### config.mk
export PLATFORM = sky130hd
export DESIGN_NAME = spi_slave_rx_dual
export DESIGN_NICKNAME = d
export VERILOG_FILES = /design/src/rtl/spi_slave_rx_dual.sv
export SDC_FILE = /design/constraint.sdc
export NUM_CORES = 1
export LEC_CHECK = 0
export CORE_MARGIN = 1.5
export CORE_UTILIZATION = 45
export CTS_CLUSTER_SIZE = 8
export DETAILED_ROUTE_END_ITERATION = 7
export GPL_TIMING_DRIVEN = 1
export PLACE_DENSITY = 0.75
export SYNTH_ARGS = -nofsm -noshare
export SYNTH_HDL_FRONTEND = slang
export SYNTH_SLANG_ARGS = --single-unit
### constraint.sdc
create_clock -name sys_clk -period 3.95 [get_ports sys_clk]
set_input_delay 0.79 -clock sys_clk [delete_from_list [all_inputs] [get_ports sys_clk]]
set_output_delay 0.79 -clock sys_clk [all_outputs]
set_load 0.05 [all_outputs]
### src/rtl/spi_slave_rx_dual.sv
// Dual-lane SPI mode-0 receive slave: lane 2 carries the upper byte, lane 1 the lower byte.
// Completed words are handed off through a valid/ready register with sticky overrun.
module spi_slave_rx_dual #(
  parameter bit SYNC_EN = 1'b0
) (
  input  logic        sys_clk,
  input  logic        sys_rst,
  input  logic        i_sck,
  input  logic        i_cs,
  input  logic        i_rx_ch1,
  input  logic        i_rx_ch2,
  output logic [15:0] o_rx_data,
  output logic        o_rx_valid,
  input  logic        i_rx_ready,
  output logic        o_frame_err,
  output logic        o_overrun,
  input  logic        i_clr_overrun
);

  typedef enum logic [1:0] {
    IDLE,
    SHIFT,
    WAIT_CS
  } state_e;

  logic sckS, csS, d1S, d2S;

  // cs synchronizer resets high so a reset never manufactures a cs-fall
  if (SYNC_EN) begin : gSync
    logic [1:0] sckSync_q, csSync_q, d1Sync_q, d2Sync_q;

    always_ff @(posedge sys_clk) begin
      if (sys_rst) begin
        sckSync_q <= 2'b00;
        csSync_q  <= 2'b11;
        d1Sync_q  <= 2'b00;
        d2Sync_q  <= 2'b00;
      end else begin
        sckSync_q <= {sckSync_q[0], i_sck};
        csSync_q  <= {csSync_q[0], i_cs};
        d1Sync_q  <= {d1Sync_q[0], i_rx_ch1};
        d2Sync_q  <= {d2Sync_q[0], i_rx_ch2};
      end
    end

    assign sckS = sckSync_q[1];
    assign csS  = csSync_q[1];
    assign d1S  = d1Sync_q[1];
    assign d2S  = d2Sync_q[1];
  end else begin : gDirect
    assign sckS = i_sck;
    assign csS  = i_cs;
    assign d1S  = i_rx_ch1;
    assign d2S  = i_rx_ch2;
  end

  state_e      state_q, state_d;
  logic        sckD_q, csD_q;
  logic [2:0]  cnt_q, cnt_d;
  logic [7:0]  sh1_q, sh1_d, sh2_q, sh2_d;
  logic [15:0] data_q, data_d;
  logic        valid_q, valid_d;
  logic        frameErr_q, frameErr_d;
  logic        overrun_q, overrun_d;

  logic        sckRise, csFall, csRise, wordDone;
  logic [15:0] word;

  assign sckRise = sckS & ~sckD_q;
  assign csFall  = csD_q & ~csS;
  assign csRise  = ~csD_q & csS;
  assign word    = {sh2_q[6:0], d2S, sh1_q[6:0], d1S};

  always_ff @(posedge sys_clk) begin
    if (sys_rst) begin
      state_q    <= IDLE;
      sckD_q     <= 1'b0;
      csD_q      <= 1'b1;
      cnt_q      <= 3'd0;
      sh1_q      <= 8'h00;
      sh2_q      <= 8'h00;
      data_q     <= 16'h0000;
      valid_q    <= 1'b0;
      frameErr_q <= 1'b0;
      overrun_q  <= 1'b0;
    end else begin
      state_q    <= state_d;
      sckD_q     <= sckS;
      csD_q      <= csS;
      cnt_q      <= cnt_d;
      sh1_q      <= sh1_d;
      sh2_q      <= sh2_d;
      data_q     <= data_d;
      valid_q    <= valid_d;
      frameErr_q <= frameErr_d;
      overrun_q  <= overrun_d;
    end
  end

  // The 8th rise finishes a word; counter never needs a value beyond 7
  always_comb begin
    state_d    = state_q;
    cnt_d      = cnt_q;
    sh1_d      = sh1_q;
    sh2_d      = sh2_q;
    data_d     = data_q;
    valid_d    = valid_q;
    frameErr_d = 1'b0;
    overrun_d  = overrun_q;
    wordDone   = 1'b0;

    if (valid_q && i_rx_ready) valid_d = 1'b0;
    if (i_clr_overrun) overrun_d = 1'b0;

    case (state_q)
      IDLE: begin
        if (csFall) begin
          state_d = SHIFT;
          cnt_d   = 3'd0;
          sh1_d   = 8'h00;
          sh2_d   = 8'h00;
        end
      end
      SHIFT: begin
        if (csRise) begin
          state_d    = IDLE;
          cnt_d      = 3'd0;
          frameErr_d = (cnt_q != 3'd0);
        end else if (sckRise && !csS) begin
          sh1_d = {sh1_q[6:0], d1S};
          sh2_d = {sh2_q[6:0], d2S};
          if (cnt_q == 3'd7) begin
            wordDone = 1'b1;
            state_d  = WAIT_CS;
            cnt_d    = 3'd0;
          end else begin
            cnt_d = cnt_q + 3'd1;
          end
        end
      end
      WAIT_CS: begin
        if (csRise) state_d = IDLE;
      end
      default: state_d = IDLE;
    endcase

    // A new overrun takes priority over a same-cycle clear
    if (wordDone) begin
      if (!valid_q || i_rx_ready) begin
        data_d  = word;
        valid_d = 1'b1;
      end else begin
        overrun_d = 1'b1;
      end
    end
  end

  assign o_rx_data   = data_q;
  assign o_rx_valid  = valid_q;
  assign o_frame_err = frameErr_q;
  assign o_overrun   = overrun_q;

endmodule
### After elaboration in Yosys (flattened, before gate mapping)

Index checks and enable logic that the tools add are counted.

| word-level totals | value |
|---|---|
| register bits | 40 |
| input bits | 8 |
| output and inout bits | 19 |
| logic and storage cells | 69 |

| cells by class | value |
|---|---|
| add/subtract/negate cells | 1 |
| eq/ne operators | 9 |
| mux-type cells | 28 |
| bitwise operators | 8 |
| reduce and logical (&&, ||, !) cells | 13 |

Operators with widths:

| cell | number |
|---|---|
| 7-bit 2-to-1 mux | 5 |
| 7-bit one-hot mux with 2 select lines | 2 |
| 3-bit 2-to-1 mux | 4 |
| 1-bit 2-to-1 mux | 10 |
| 2-bit 2-to-1 mux | 5 |
| 2-bit inequality test, second input constant | 4 |
| 4-bit AND reduction | 2 |
| 3-bit inequality test, second input constant | 2 |
| 2-bit one-hot mux with 3 select lines | 1 |
| 3-bit one-hot mux with 2 select lines | 1 |
| 1-bit NOT | 5 |
| 3-bit by 1-bit adder with 3-bit output, second input constant | 1 |
| 1-bit AND | 3 |
| 3-bit == test, second input constant | 1 |
| 3-bit AND reduction | 1 |
| 3-bit nonzero test | 1 |
| 3-bit OR reduction | 1 |
| 2-bit by 1-bit == test with 1-bit output, second input constant | 1 |
| 2-bit == test, second input constant | 1 |
| 1-bit logical AND | 2 |
| 1-bit zero test | 2 |
| 2-bit zero test | 1 |
| 2-bit AND reduction | 1 |
| 2-bit nonzero test | 1 |
| 1-bit logical OR | 1 |

### Logic depth before layout (Yosys ltp)

Gate-level depths: netlist (run 1).

| logic depth | value |
|---|---|
| word-level depth | 7 |
| depth in mapped cells | 7 |
| gate-level depth less buffers | 5 |

### Least setup slack after synthesis (run 1)

No wires, ideal clock.

| timing path | value |
|---|---|
| path kind | input to register |
| start point | input i_cs |
| end point | register data_q[10], in the netlist o_rx_data[10] |
| setup time | 72 ps |
| arrival time | 1673 ps |
| data required time | 3878 ps |
| path slack | 2205 ps |
| stages | 5 |
| buffers on the path | 2 |
| cells stage by stage | or2_1 -> nor3b_2 -> buf_6 -> buf_12 -> mux2i_1 |

| between the ends | value |
|---|---|
| cells in the longest elaborated chain, start to end | 6 |
| elaborated cells on any way between the ends | 7 |
| those cells by class | mux (3); bitwise (1); reduce/logical (3) |

Ends and longest elaborated chain:

| element | line | RTL |
|---|---|---|
| start: declaration | 9 | `input logic i_cs,` |
| 1-bit zero test | 129 | `end else if (sckRise && !csS) begin` |
| 1-bit logical AND | 129 |  |
| 1-bit 2-to-1 mux | 129 |  |
| 1-bit 2-to-1 mux (*) | 125 | `if (csRise) begin` |
| 1-bit 2-to-1 mux (*) | 115 | `case (state_q)` |
| 2-bit AND reduction (no source line) (*) | -- |  |
| end signal: assignment | 93 | `data_q <= data_d;` |
| end: declaration | 61 | `logic [15:0] data_q, data_d;` |

Every way passes the cells marked *; elsewhere a longest branch is shown, timed or not.
A chain may end at the register's enable or synchronous reset.

### Worst setup path in the final report (run 1)

| timing path | value |
|---|---|
| start point | input i_cs |
| end point | register data_q[6], in the netlist o_rx_data[6] |

Same word-level chain as after synthesis.

==> summary.md, run 1 <==
| Metric | Value |
|---|---|
| GR Util All Layers | 16.6% |
| Layout cells sized above 1 | between 7 and 8% |
| CTS H-Tree Depth | 2 |
| EDFF count, synth | 0 |
| Relative slew slack | 46.0% |
| ANT nets after route | 0 |
| Pleak | 0.815 nW |
| Clock Latency Late Sink | 0.29 ns |
| CP bufs+invs | 2 |
| Die Width | 66.1 um |
| Compound-Gate Fraction of Synth Area | 11.8% |
| Clk sinks | 40 |
| Number of fill cells in the layout | roughly 340 |
| Placer Congestion | 0.788 |
| Critical-path cell list | clkdlybuf4s50_1 -> or2_1 -> nor3b_2 -> buf_4 -> mux2i_1 |
| Die H | 66.1 um |
| Critical Path AT | 2.85 ns |
| Via density per instance | between 5 and 6 |
| Routed len/inst | 13.1 um |
| I/O pin count | 27 |
| CTS tree | done |
| Synth Instances | 172 |
| Antenna violations before repair | 0 |
| Worst EP required | around 4.2 ns |
| Area of the multi-input gates | 911 um^2 |
| Setup ws final | 1.31 ns |
| CTS max path bufs | 2 |
| Setup Skew | 0.00653 ns |
| Initial Utilization | 47.9% |
| Share of async-settable or async-resettable flops after synthesis | 0% |
| Tcrit/Tclk final | 66.8% |
| Pre-CTS setup slack | ~0.99 ns |
| Vias post-DR | 1,268 |
| RSZ-0062 raised after global routing | no |
| Dominant synthesized flop cell | dfxtp_1 |
| Yosys warns | 0 |
| Drt drc | 0 |
| Sequential cell area | 801 um^2 |
| VDD IR-drop max | 0.000236 V |
| Status | finished, final reports clean |
| Core Box Area | around 3700 um^2 |
| First-pass GRT wire length | 5570 um |
| Measured slew at the worst slew-check pin | ~0.81 ns |
| I/O Buffers | 26 |
| Largest net degree at the start of global routing | 27 |
| Num rows | 22 |
| Total grt overflow | 0 |
| Largest family of logic cells by synthesized area | simple AND/OR/NAND/NOR gates |
| Die ar. | roughly 4400 um^2 |
| Reg clk slew, reported paths | 0.08 ns |
| Flops & latches, synth | 40 |
| Register area share after synthesis | 44.7% |
| CTS Hold Bufs | 0 |
| Pwr per Cell Area | 383 nW/um^2 |
| CP delay by family, top | simple AND/OR/NAND/NOR gates |
| Drt initial violations | 46 |
| Synth Area in XOR/XNOR | 0% |
| Count of cell types in the netlist | 32 |
| Critical Path Max Stage Delay | roughly 0.67 ns |
| Tightest Hold Check Type | register to register |
| Net Count, Synth | 183 |
| Overall power | about 0.00083 W |
| Worst path slowest cell | nor3b_2 |
| Nature of the critical path startpoint | input pin |
| ANT cells | 0 |
| Post-CTS Setup Repair Bufs | 0 |
| Post-Synth Adder-Cell Area | 2.09% |
| Final net count | 209 |
| Detailed Place HPWL | 2240 um |
| Max-Cap Viols | 0 |
| Final TNS setup | 0 ns |
| Fin. max-slew vios | 0 |
| Minimum clock period | 2.64 ns |
| Mapped Area | 1790 um^2 |
| Mean Syn Cell Area | 10.4 um^2 |
| Syn-to-layout area delta | 21.0% |
| Drt pass-1 iters | 4 |
| WL final | 3230 um |
| Setup CP Type | input pin to register |
| Maximum clock frequency | 379 MHz |
| Hold Fails Final Rpt | 0 |
| Crit end category | register |
| Mux cell area share after synthesis | 10.6% |
| CTS Buf Count | 5 |
| Post-Synth Simple-Gate Area | 26.3% |
| Vias in the first global route | between 1,000 and 1,500 |
| CTS root buf | clkbuf_8 |
| Final setup viols | 0 |
| CP max FO | 9 |
| CTS resizes | 0 |
[final cells by class]
| cell class | instances | area share, % |
|---|---|---|
| multi-input cells | 119 | 42.0 |
| clock buffers | 6 | 3.34 |
| clock inverters | 2 | 1.61 |
| repair buffers | 28 | 12.7 |
| well taps | 48 | 2.77 |
| flip-flops and latches | 40 | 36.9 |
| inverters | 4 | 0.692 |
[Yosys cell counts (2+ instances only)]
library cell | number | area, um^2
nand2b_1 | 39 | 244
dfxtp_1 | 40 | 801
and2_1 | 14 | 87.6
nand3_1 | 2 | 10.0
or2_1 | 2 | 12.5
inv_1 | 4 | 15.0
mux2i_1 | 19 | 190
clkbuf_1 | 4 | 15.0
a21oi_1 | 4 | 20.0
buf_4 | 2 | 15.0
o22a_1 | 14 | 123
nor2b_1 | 5 | 31.3
ha_1 | 3 | 37.5
nand4_1 | 2 | 12.5
[per-layer routing]
layer | track usage [%] | wire length [um] | part of all wire [%] | vias to the layer above
met5 | 0 | 0 | 0 | -
met4 | 7.65 | 55 | 1.7 | 0
met3 | 3.58 | 101 | 3.1 | 7
met2 | 28.6 | 1540 | 48 | 29
met1 | 19.5 | 1530 | 47 | 589
li1 | - | - | - | 643
[cells in the final DEF (no fill, tap or decap), drive strengths merged, types with 3 or more instances in the layout]
cell and count:
dfxtp 40, nand2b 39, clkdlybuf4s50 26, mux2i 19
and2 14, o22a 14, clkbuf 6, nor2b 5
inv 4, a21oi 4, ha 3, or2 3
nor3b 3
[final timing paths]
kind                              startpoint      endpoint  cells past startpoint  slack, ns
worst min-delay path            o_rx_data[5]  o_rx_data[5]                      2       0.48
worst min register to register  o_rx_data[5]  o_rx_data[5]                      2       0.48
worst max-delay path                    i_cs  o_rx_data[6]                      5       1.31
worst max register to register      cnt_q[0]  o_rx_data[6]                      6       1.74
[per-stage QoR]
step	area [um^2]	util, %	instances	hold WS (ns)
after global routing	2170	58.0	247	0.510
after CTS	2170	58.0	247	0.477
after global placement	2060	55.1	239	0.460
after detailed placement	2060	55.1	239	0.464
after floorplan	1790	-	172	0.452
final	2170	58.0	247	0.477
[where the power goes]
group / switching [W] / internal [W] / leakage, nW / total [W]
sequential: 0.0000149 / 0.000422 / 0.326 / 0.000437
combinational: 0.0000328 / 0.0000385 / 0.434 / 0.0000713
clock: 0.000135 / 0.000187 / 0.0552 / 0.000323
total: 0.000183 / 0.000648 / 0.815 / 0.000831
[worst register-to-register path: cells and delay by family (launching register included)]
kind,cells,cell delay (ns)
fa+ha+maj,2,0.37
flops,1,0.37
buf+inv,1,0.33
mux,1,0.22
simple gates,2,0.86
[kinds of logic (layout without fill, tap and decap cells)]
family	after synthesis	count (layout)
AOI/OAI and AO/OA	25	25
adders and majority gates	3	3
DFF	40	40
and+or+nand+nor	72	72
buffers and inverters	13	40
muxes	19	19
[flip-flops by register name, summed over array words and instances, names as in the netlist]
| register | cells |
|---|---|
| csD_q | 1 |
| o_rx_data | 16 |
| sckD_q | 1 |
| sh1_q | 7 |
| sh2_q | 7 |
| state_q | 2 |
| o_frame_err | 1 |
| o_rx_valid | 1 |
| o_overrun | 1 |
| cnt_q | 3 |
No activity file was read; power rests on OpenSTA's default activity.
==> inputs of run 2 (changes only) <==
Clock period 3.95 ns to 2.65 ns, I/O delays scaled along.
==> summary.md, run 2 (synthesis gave the netlist of run 1 again) <==
| Metric | Value |
|---|---|
| Critical-path cell list | clkdlybuf4s50_1 |
| Layout Cells excl Fill | about 250 |
| Drt pass-1 iters | 4 |
| Worst path slowest cell | clkdlybuf4s50_1 |
| Status | finished, final reports clean |
| ANT nets after route | 0 |
| Commonest non-fill, non-tap cell in the layout | dfxtp_1 |
| Total grt overflow | 0 |
| Relative slew slack | 60.0% |
| Tightest Hold Check Type | register to register |
| VDD IR-drop max | between 0.0003 and 0.0004 V |
| Critical Path AT | around 1.4 ns |
| RSZ-0062 raised after global routing | no |
| CP delay by family, top | buffers and inverters |
| Worst EP required | 2.12 ns |
| Detailed Place HPWL | roughly 2200 um |
| Vias post-DR | 1,249 |
| Die ar. | 4370 um^2 |
| Maximum clock frequency | 507 MHz |
| WL final | approximately 3200 um |
| Via density per instance | 5.04 |
| Drt initial violations | 50 |
| Max FFs per register | 16 |
| Psw | 0.000269 W |
| Fin util | just under 60% |
| Antenna violations before repair | 0 |
| CP bufs+invs | 1 |
| Syn-to-layout area delta | 21.4% |
| Initial Utilization | 47.9% |
| CTS Hold Bufs | 0 |
| WHS | 0.473 ns |
| Setup CP Type | register to primary output |
| CTS resizes | 0 |
| Design Area, Final | between 2000 and 2500 um^2 |
| Clock power frac | around two fifths |
| Layout cells sized above 1 | roughly 7.5% |
| CTS H-Tree Depth | 2 |
| Minimum clock period | 1.97 ns |
| Num rows | 22 |
| Pleak | 0.820 nW |
| Core Box Area | ~3700 um^2 |
| Pwr per Cell Area | 568 nW/um^2 |
| CP max FO | 2 |
| CTS Buf Count | 5 |
| Max-Cap Viols | 0 |
| Fin. max-slew vios | 0 |
| Final TNS setup | 0 ns |
| # placed instances | 240 |
| Post-DP Area | 2070 um^2 |
| Tcrit/Tclk final | roughly 74% |
| Die Width | between 60 and 70 um |
| Final setup viols | 0 |
| Setup Skew | 0.00780 ns |
| Placer Congestion | roughly 0.8 |
| Die H | 66.1 um |
| Hold Fails Final Rpt | 0 |
| Crit end category | primary output |
| Total internal power | just under 0.001 W |
| CTS tree | done |
| Sw frac | between 20% and 30% |
| Logic pwr share | under 10% |
| Vias in the first global route | 1,259 |
| Clk sinks | 40 |
| CTS max path bufs | 2 |
| Largest net degree at the start of global routing | 22 |
| Reg clk slew, reported paths | 0.08 ns |
| Drt drc | 0 |
| Sequential power share | a little over half |
| First-pass GRT wire length | 5510 um |
| I/O Buffers | 26 |
| Nature of the critical path startpoint | register |
| Critical Path Max Stage Delay | about 0.81 ns |
| Final net count | 210 |
| Post-CTS Setup Repair Bufs | 0 |
| Routed len/inst | 12.9 um |
| I/O pin count | 27 |
| GR Util All Layers | approximately 17% |
| ANT cells | 0 |
| Measured slew at the worst slew-check pin | ~0.60 ns |
| Commonest non-fill, non-tap cells in the layout | dfxtp_1, nand2b_1, clkdlybuf4s50_1 |
| CTS root buf | clkbuf_8 |
| Clock Latency Late Sink | 0.29 ns |
| Number of fill cells in the layout | roughly 320 |
==> run 2: cell count changes in the layout (fill, tap and decap cells not counted), sizes merged <==
cell  before  now
buf        2    3
==> run 2: per-layer routing <==
| metal | global-route usage, % | share of wire, % | vias up |
|---|---|---|---|
| met5 | 0 | 0 | - |
| met4 | 8.16 | 2.4 | 0 |
| met3 | 4.43 | 3.6 | 9 |
| met2 | 27.6 | 48 | 33 |
| met1 | 19.6 | 46 | 566 |
| li1 | - | - | 641 |
==> run 2: final cells by class <==
cell class / instances / area [um^2] / area share, %
Multi-Input combinational cell: 119 / 911 / 41.8
Sequential cell: 40 / 801 / 36.8
Clock buffer: 6 / 72.6 / 3.33
Clock inverter: 2 / 35.0 / 1.61
Timing Repair Buffer: 29 / 283 / 13.0
Inverter: 4 / 15.0 / 0.690
Tap cell: 48 / 60.1 / 2.76
==> run 2: metrics by stage <==
step	setup WS, ns	total power [W]
after global placement	0.565	0.000765
final	0.676	0.00124
after detailed placement	0.455	0.000772
after global routing	0.628	0.00129
after floorplan	1.15	0.000740
after CTS	0.653	0.00125
==> run 2: path summary, 6_finish.rpt <==
path | from | to | slack (ns) | depth (start not counted)
max | o_rx_data[15] | o_rx_data[15] | 0.68 | 1
min | o_rx_data[4] | o_rx_data[4] | 0.47 | 2
max reg2reg | cnt_q[1] | o_rx_data[11] | 0.90 | 6
min reg2reg | o_rx_data[4] | o_rx_data[4] | 0.47 | 2
==> run 2: power by group through the flow <==
stage,logic [W],clock network (W),registers (W)
floorplan,0.0000826,0,0.000658
global placement,0.000103,0,0.000662
detailed placement,0.000109,0,0.000664
CTS,0.000109,0.000492,0.000650
global route,0.000120,0.000518,0.000654
finish,0.000108,0.000478,0.000650
==> run 2: worst register-to-register path: stages, from the launching register on <==
cell and delay, ns:
dfxtp_1 0.36, ha_1 0.17, ha_1 0.20, nand4b_1 0.20
nor3b_2 0.20, buf_4 0.31, mux2i_1 0.24
==> inputs of run 3 (changes only) <==
Clock period 2.65 ns to 1.9 ns, I/O delays scaled along.
==> summary.md, run 3 (synthesis gave the netlist of run 1 again) <==
| Metric | Value |
|---|---|
| Critical-path cell list | clkdlybuf4s50_1 |
| Die H | 66.1 um |
| Routed len/inst | 12.5 um |
| Pwr per Cell Area | 721 nW/um^2 |
| Critical Path AT | roughly 1.5 ns |
| Vias in the first global route | 1,280 |
| Max FFs per register | 16 |
| Setup Skew | ~0.0056 ns |
| Hold path depth | 2 |
| Layout cells sized above 1 | 9.80% |
| CTS H-Tree Depth | 2 |
| CP max FO | 2 |
| Drt initial violations | 42 |
| Total grt overflow | 0 |
| GR Util All Layers | 17.0% |
| CP bufs+invs | 1 |
| Pre-CTS setup slack | 0.0418 ns |
| Commonest non-fill, non-tap cell in the layout | dfxtp_1 |
| Final setup viols | 0 |
| Overall power | roughly 0.0016 W |
| Crit end category | primary output |
| First-pass GRT wire length | 5640 um |
| Fin util | 59.0% |
| Syn-to-layout area delta | 23.1% |
| Sequential cell area | 801 um^2 |
| Max-Cap Viols | 0 |
| I/O Buffers | 26 |
| Measured slew at the worst slew-check pin | ~0.50 ns |
| Clock Latency Late Sink | 0.29 ns |
| CP delay by family, top | buffers and inverters |
| CTS max path bufs | 2 |
| Reg2Reg Depth | 6 |
| Reg clk slew, reported paths | around 0.070 ns |
| ANT nets after route | 0 |
| Drt drc | 0 |
| RSZ-0062 raised after global routing | no |
| Clk sinks | 40 |
| Hold Fails Final Rpt | 0 |
| Status | finished, final reports clean |
| Reg-to-Reg Start | cnt_q[0] |
| Commonest non-fill, non-tap cells in the layout | dfxtp_1, nand2b_1, clkdlybuf4s50_1 |
| CTS resizes | 0 |
| Nature of the critical path startpoint | register |
| Via density per instance | 5.06 |
| Final TNS setup | 0 ns |
| WL final | 3140 um |
| CTS Hold Bufs | 0 |
| Die Width | 66.1 um |
| Fin. max-slew vios | 0 |
| Number of fill cells in the layout | 318 |
| CTS Buf Count | 5 |
| VDD IR-drop max | 0.000432 V |
| ANT cells | 0 |
| Initial Utilization | 47.9% |
| Relative slew slack | 66.3% |
| Tightest Hold Check Type | register to register |
| Worst path slowest cell | clkdlybuf4s50_1 |
| Die ar. | roughly 4400 um^2 |
| I/O pin count | 27 |
| Area of the multi-input gates | 911 um^2 |
| Final net count | 215 |
| Maximum clock frequency | 546 MHz |
| CTS root buf | clkbuf_8 |
| Minimum clock period | 1.83 ns |
| Post-CTS Setup Repair Bufs | 0 |
| Pleak | between 0.8 and 0.9 nW |
| Placer Congestion | 0.794 |
| Critical Path Start | o_rx_data[14] |
| Largest net degree at the start of global routing | 22 |
| Antenna violations before repair | 0 |
| Vias post-DR | between 1,000 and 1,500 |
| Setup ws final | 0.0668 ns |
| Worst EP required | 1.52 ns |
| Detailed Place HPWL | 2280 um |
| Setup CP Type | register to primary output |
| Core Box Area | 3740 um^2 |
| Drt pass-1 iters | 4 |
| Worst min-delay path startpoint | o_rx_data[2] |
| Num rows | 22 |
| Critical Path Max Stage Delay | 0.82 ns |
| CTS tree | done |
| Levels on crit path | 1 |
| Tcrit/Tclk final | 96.5% |
## run 3: changes by cell type in the layout (fill, tap and decap cells not counted), sizes merged
cell           previous run  this run
bufinv                    1         0
clkdlybuf4s50            26        25
buf                       3         9
## run 3: area by class of cell
class / count / area share, %
clock inverters: 1 / 0.227
clock buffers: 6 / 3.29
inverters: 4 / 0.680
well taps: 48 / 2.72
repair buffers: 34 / 15.5
flip-flops and latches: 40 / 36.3
multi-input cells: 119 / 41.3
## run 3: metal layers
metal  global-route usage, %  share of wire [%]  vias to the layer above
li1                        -                  -                      651
met4                    8.67                2.0                        0
met5                       0                  0                        -
met1                    20.3                 45                      590
met3                    4.26                3.7                        7
met2                    28.1                 49                       26
## run 3: where the power goes
group	internal, W	switching, W	total (W)
sequential	0.000878	0.0000287	0.000906
clock	0.000249	0.000273	0.000522
combinational	0.0000930	0.0000689	0.000162
## run 3: metrics by stage
step / cell area, um^2 / hold WS (ns) / std cells
global route: 2210 / 0.493 / 252
CTS: 2210 / 0.484 / 252
floorplan: 1790 / 0.452 / 172
global placement: 2130 / 0.455 / 245
detailed placement: 2130 / 0.468 / 245
finish: 2210 / 0.477 / 252
## run 3: final timing paths
kind | to | slack [ns]
setup reg to reg | o_rx_data[11] | 0.22
hold reg to reg | o_rx_data[2] | 0.48
setup / recovery | o_rx_data[14] | 0.07
hold / removal | o_rx_data[2] | 0.48
